File: config.mk
export PLATFORM = sky130hd
export DESIGN_NAME = i2c_master_ctrl
export DESIGN_NICKNAME = d
export VERILOG_FILES = /design/src/rtl/i2c_master_ctrl.sv
export SDC_FILE = /design/constraint.sdc
export NUM_CORES = 1
export LEC_CHECK = 0
export CAP_MARGIN = 5
export CORE_MARGIN = 5
export CORE_UTILIZATION = 55
export DETAILED_ROUTE_END_ITERATION = 10
export PLACE_DENSITY = 0.84
export SLEW_MARGIN = 20
export SYNTH_ARGS = -nofsm -noshare
export SYNTH_HDL_FRONTEND = slang
export SYNTH_SLANG_ARGS = --single-unit
File: constraint.sdc
create_clock -name CLK -period 4.8 [get_ports CLK]
set_clock_uncertainty 0.2 [all_clocks]
set_input_delay 0.96 -clock CLK [delete_from_list [all_inputs] [get_ports CLK]]
set_output_delay 0.96 -clock CLK [all_outputs]
set_load 0.1 [all_outputs]
File: src/rtl/i2c_master_ctrl.sv
// I2C bus master: START, ID+R/W, two address bytes, 16 data bits, STOP.
// Generates SCL/SDA from a half-period timer; the register slave answers ACKs.
module i2c_master_ctrl #(
   parameter int HALF = 125
) (
   input  logic        CLK,
   input  logic        Reset,
   input  logic        start,
   input  logic [6:0]  dev_id,
   input  logic        rnw,
   input  logic [15:0] reg_addr,
   input  logic [15:0] wr_data,
   input  logic        iSDA,
   output logic        SCL,
   output logic        oSDA,
   output logic        busy,
   output logic        done,
   output logic        ack_err,
   output logic [15:0] rd_data
);

   localparam int TW = (HALF > 2) ? $clog2(HALF) : 2;
   localparam logic [TW-1:0] T_END = TW'(HALF - 1);
   localparam logic [TW-1:0] T_MID = TW'(HALF / 2);
   localparam logic [TW-1:0] T_ONE = TW'(1);

   typedef enum logic [2:0] {
      IDLE,
      START_HOLD,
      BIT_LOW,
      BIT_HIGH,
      STOP_LOW,
      STOP_HIGH,
      STOP_FREE
   } state_t;

   state_t        state, state_n;
   logic [TW-1:0] timer, timer_n;
   logic [5:0]    bit_cnt, bit_n;
   logic [39:0]   sh, sh_n;
   logic [15:0]   shadow, shadow_n;
   logic          rnw_q, rnw_n;
   logic          nack, nack_n;
   logic          scl_n, sda_n, busy_n, done_n, err_n;
   logic [15:0]   rd_n;

   logic tend, is_ack, is_data, drive, last;

   assign tend    = (timer == T_END);
   assign is_ack  = (bit_cnt == 6'd8) || (bit_cnt == 6'd17) || (bit_cnt == 6'd26);
   assign is_data = (bit_cnt >= 6'd27);
   assign drive   = !is_ack && !(is_data && rnw_q);
   assign last    = (bit_cnt == 6'd42);

   always_comb begin
      state_n  = state;
      timer_n  = timer;
      bit_n    = bit_cnt;
      sh_n     = sh;
      shadow_n = shadow;
      rnw_n    = rnw_q;
      nack_n   = nack;
      scl_n    = SCL;
      sda_n    = oSDA;
      busy_n   = busy;
      done_n   = 1'b0;
      err_n    = ack_err;
      rd_n     = rd_data;
      if (state != IDLE) begin
         timer_n = tend ? '0 : timer + T_ONE;
      end
      unique case (state)
         IDLE: begin
            scl_n   = 1'b1;
            sda_n   = 1'b1;
            busy_n  = 1'b0;
            timer_n = '0;
            if (start) begin
               sh_n    = {dev_id, rnw, reg_addr, wr_data};
               rnw_n   = rnw;
               err_n   = 1'b0;
               nack_n  = 1'b0;
               bit_n   = '0;
               busy_n  = 1'b1;
               sda_n   = 1'b0;
               state_n = START_HOLD;
            end
         end
         START_HOLD: begin
            if (tend) begin
               scl_n   = 1'b0;
               state_n = BIT_LOW;
            end
         end
         BIT_LOW: begin
            // SDA moves one cycle after SCL falls so the two never toggle together
            if (timer == '0) begin
               sda_n = drive ? sh[39] : 1'b1;
            end
            if (tend) begin
               scl_n   = 1'b1;
               state_n = BIT_HIGH;
            end
         end
         BIT_HIGH: begin
            if (timer == T_MID) begin
               if (is_ack) begin
                  nack_n = iSDA;
                  if (iSDA) begin
                     err_n = 1'b1;
                  end
               end else if (is_data && rnw_q) begin
                  shadow_n = {shadow[14:0], iSDA};
               end
            end
            if (tend) begin
               scl_n = 1'b0;
               bit_n = bit_cnt + 6'd1;
               if (drive) begin
                  sh_n = {sh[38:0], 1'b0};
               end
               state_n = (nack || last) ? STOP_LOW : BIT_LOW;
            end
         end
         STOP_LOW: begin
            if (timer == '0) begin
               sda_n = 1'b0;
            end
            if (tend) begin
               scl_n   = 1'b1;
               state_n = STOP_HIGH;
            end
         end
         STOP_HIGH: begin
            if (tend) begin
               sda_n   = 1'b1;
               state_n = STOP_FREE;
            end
         end
         STOP_FREE: begin
            if (tend) begin
               busy_n  = 1'b0;
               done_n  = 1'b1;
               state_n = IDLE;
               if (rnw_q && !ack_err) begin
                  rd_n = shadow;
               end
            end
         end
         default: begin
            state_n = IDLE;
         end
      endcase
   end

   always_ff @(posedge CLK) begin
      if (!Reset) begin
         state   <= IDLE;
         timer   <= '0;
         bit_cnt <= '0;
         sh      <= '0;
         shadow  <= '0;
         rnw_q   <= 1'b0;
         nack    <= 1'b0;
         SCL     <= 1'b1;
         oSDA    <= 1'b1;
         busy    <= 1'b0;
         done    <= 1'b0;
         ack_err <= 1'b0;
         rd_data <= '0;
      end else begin
         state   <= state_n;
         timer   <= timer_n;
         bit_cnt <= bit_n;
         sh      <= sh_n;
         shadow  <= shadow_n;
         rnw_q   <= rnw_n;
         nack    <= nack_n;
         SCL     <= scl_n;
         oSDA    <= sda_n;
         busy    <= busy_n;
         done    <= done_n;
         ack_err <= err_n;
         rd_data <= rd_n;
      end
   end

endmodule
==> impl_metrics.env <==
export IMPL_drt_wl_total_microns=9207
export IMPL_tritoncts_num_buffers=9
export IMPL_wl_per_cell_microns=14.50
export IMPL_ctsHoldBuffers=0
export IMPL_max_cap_violations=0
export IMPL_cts_sinks=95
export IMPL_required_ps=3640
export IMPL_grt_pass1_wl_microns=15520
export IMPL_grt_max_degree=46
export IMPL_post_route_period_util_pct=63.33
export IMPL_final_layout_size_suffix_gt1_share_pct=6.343
export IMPL_holdPathStages=2
export IMPL_nNetsFinal=583
export IMPL_async_flop_share_pct=0
export IMPL_ys_warn_count=0
export IMPL_cpPeakStageDelay_ps=1150
export IMPL_core_area_sq_mm=0.007331
export IMPL_synth_edf_count=0
export IMPL_critPathSlowestCell="clkdlybuf4s50_1"
export IMPL_status="finished clean"
export IMPL_synth_cell_area_sq_mm=0.004204
export IMPL_syn_num_nets=540
export IMPL_grt_pass1_vias=3423
export IMPL_ys_dominant_reg_cell="dfxtp_1"
export IMPL_gp_congestion=0.8770
export IMPL_layout_setup_ws_ps=1760
export IMPL_hp_class="flop to flop"
export IMPL_dr_first_iter_drc_count=156
export IMPL_slew_headroom_pct=34.58
export IMPL_num_rows=31
export IMPL_track_usage_pct=19.23
export IMPL_crit_chain="clkdlybuf4s50_1"
export IMPL_die_h_microns=97.43
export IMPL_syn_inst=488
export IMPL_dp_slack_ps=1404
export IMPL_synth_cell_types=46
export IMPL_synth_top_cell_area_share_pct=45.24
export IMPL_r2r_slack_ps=1800
export IMPL_synth_top_cell_by_area="dfxtp_1"
export IMPL_drc=0
export IMPL_p_leak_nw=1.790
export IMPL_synth_avg_cell_area_sq_um=8.615
export IMPL_post_cts_setup_buffers=0
export IMPL_die_area_sq_mm=0.009493
export IMPL_cts_buffer_depth=2
export IMPL_startpoint_type="flop"
export IMPL_utilization_pct=69.31
export IMPL_vdd_drop_max_uv=170.7
export IMPL_final_hold_viol_count=0
export IMPL_htreeDepth=3
export IMPL_io_buffers=64
export IMPL_power_density_mw_per_mm2=299.4
export IMPL_clk_latency_ps=370
export IMPL_dr_total_vias=3604
export IMPL_cts_tree="built"
export IMPL_finalSetupViolCount=0
export IMPL_r2r_cells=9
export IMPL_synth_seq_area_share_pct=45.24
export IMPL_cts_repair_resized=0
export IMPL_ios=65
export IMPL_synthTopCellsByArea="dfxtp_1, a311oi_1, nand2_1"
export IMPL_die_w_microns=97.43
export IMPL_worstPathMaxFanout=3
export IMPL_gr_total_overflow=0
export IMPL_initial_utilization_pct=57.35
export IMPL_hpwl_microns=6147
export IMPL_n_antenna_cell=0
export IMPL_critical_path_class="flop to output port"
export IMPL_tns_ps=0
export IMPL_fmax_mhz=328.9
export IMPL_tightest_slew_ps=978.2
export IMPL_clockRootBuffer="clkbuf_8"
export IMPL_path_buf_inv=1
export IMPL_grt_setup_unrepaired="false"
export IMPL_fin_crit_ps=3040
export IMPL_end_kind="output port"
export IMPL_worstSetupPathDepth=1
export IMPL_cts_clk_slew_worst_paths_ps=100
export IMPL_arrival_ps=1880
export IMPL_antenna_found_initial=0
export IMPL_via_per_inst=5.676
export IMPL_drv_slew=0
export IMPL_yosys_register_bits=95
export IMPL_ant_nets=0
export IMPL_path_delay_family="buffers and inverters"
export IMPL_drt_pass1_iterations=4
export IMPL_syn2layout_area_growth_pct=20.86
==> flip-flops by register name, summed over array words and instances, names as in the netlist <==
signal   cells
busy         1
ack_err      1
nack         1
sh          40
rd_data     16
state        3
shadow      16
SCL          1
timer        7
bit_cnt      6
rnw_q        1
oSDA         1
done         1
==> tightest hold or removal path: cells and delay by family, from the launching register on <==
family | cells | cell delay, ps
compound gates | 1 | 50
buf+inv | 1 | 50
flops | 1 | 320
==> kinds of logic (layout without fill, tap and decap cells) <==
| logic type | Yosys count | in the layout | share of synthesized area, % |
|---|---|---|---|
| multiplexers | 36 | 36 | 8.631 |
| flip-flops | 95 | 95 | 45.24 |
| XOR/XNOR | 8 | 8 | 1.667 |
| AO/OA/AOI/OAI | 113 | 113 | 17.77 |
| AND/OR/NAND/NOR | 178 | 178 | 19.08 |
| adder cells (fa/ha/maj) | 9 | 9 | 2.619 |
| buffers and inverters | 49 | 97 | 5.000 |
==> worst paths after layout <==
kind / start / end
setup / recovery: ack_err / ack_err
hold / removal: busy / busy
setup reg to reg: bit_cnt[0] / sh[7]
hold reg to reg: busy / busy
==> report_power, final <==
group	leakage, nW	total, mW	internal, mW	switching, mW
Combinational	0.917	0.155	0.0729	0.0819
Clock	0.0970	0.521	0.204	0.317
Sequential	0.776	0.845	0.823	0.0224
Total	1.79	1.52	1.10	0.421
==> area by class of cell <==
class | count | area, sq um
clock inverter | 7 | 72.57
clock buffer | 9 | 123.9
fill | 557 | 2250
sequential | 95 | 1902
multi-input combinational | 344 | 2125
inverter | 9 | 33.78
timing repair buffer | 72 | 700.7
tap | 99 | 123.9
==> cell usage in the layout, fill, tap and decap left out, types with 2 or more instances in the layout <==
cell	synthesis	final
nor2_1	49	49
nor4_1	3	3
o21ai_0	9	9
clkdlybuf4s50_1	0	64
clkbuf_8	0	9
o22ai_1	2	2
or2_2	2	2
ha_1	8	8
nand3_1	5	5
mux2i_1	34	34
inv_8	0	2
dfxtp_1	95	95
nand3b_1	2	2
a21oi_1	52	52
nand4_1	4	4
inv_6	0	2
and2_1	2	2
nor3_1	3	3
inv_1	8	8
and3_1	3	3
nand2b_1	3	3
a311oi_1	40	40
nand2_1	92	92
buf_4	1	8
or3_1	3	3
xor2_1	7	7
==> layer usage <==
layer  up-vias  track usage (%)  part of all wire (%)  wire length (microns)
met5         -                0                     0                      0
met2       101            31.95                    49                   4540
met1      1680            24.20                    45                   4127
met3        14            4.882                   4.4                    405
li1       1809                -                     -                      -
met4         0            6.709                   1.4                    133
==> cell usage after synthesis, types with 2 or more instances <==
library cell and n:
dfxtp_1 95, nand2_1 92, a21oi_1 52, nor2_1 49
a311oi_1 40, mux2i_1 34, clkbuf_1 26, buf_2 12
o21ai_0 9, ha_1 8, inv_1 8, xor2_1 7
nand3_1 5, nand4_1 4, and3_1 3, nand2b_1 3
nor3_1 3, nor4_1 3, or3_1 3, and2_1 2
nand3b_1 2, nor4bb_1 2, o22ai_1 2, or2_2 2
==> stage by stage <==
stage | power, mW | hold WS (ps) | cell area, sq um | instances
2_1_floorplan | 0.9578 | 229.8 | 4204 | 488
3_3_place_gp | 1.012 | 246.6 | 4885 | 619
3_5_place_dp | 1.017 | 247.7 | 4885 | 619
4_1_cts | 1.537 | 265.4 | 5081 | 635
5_1_grt | 1.587 | 291.9 | 5081 | 635
6_report | 1.521 | 259.9 | 5081 | 635
No activity file was read; power rests on OpenSTA's default activity.
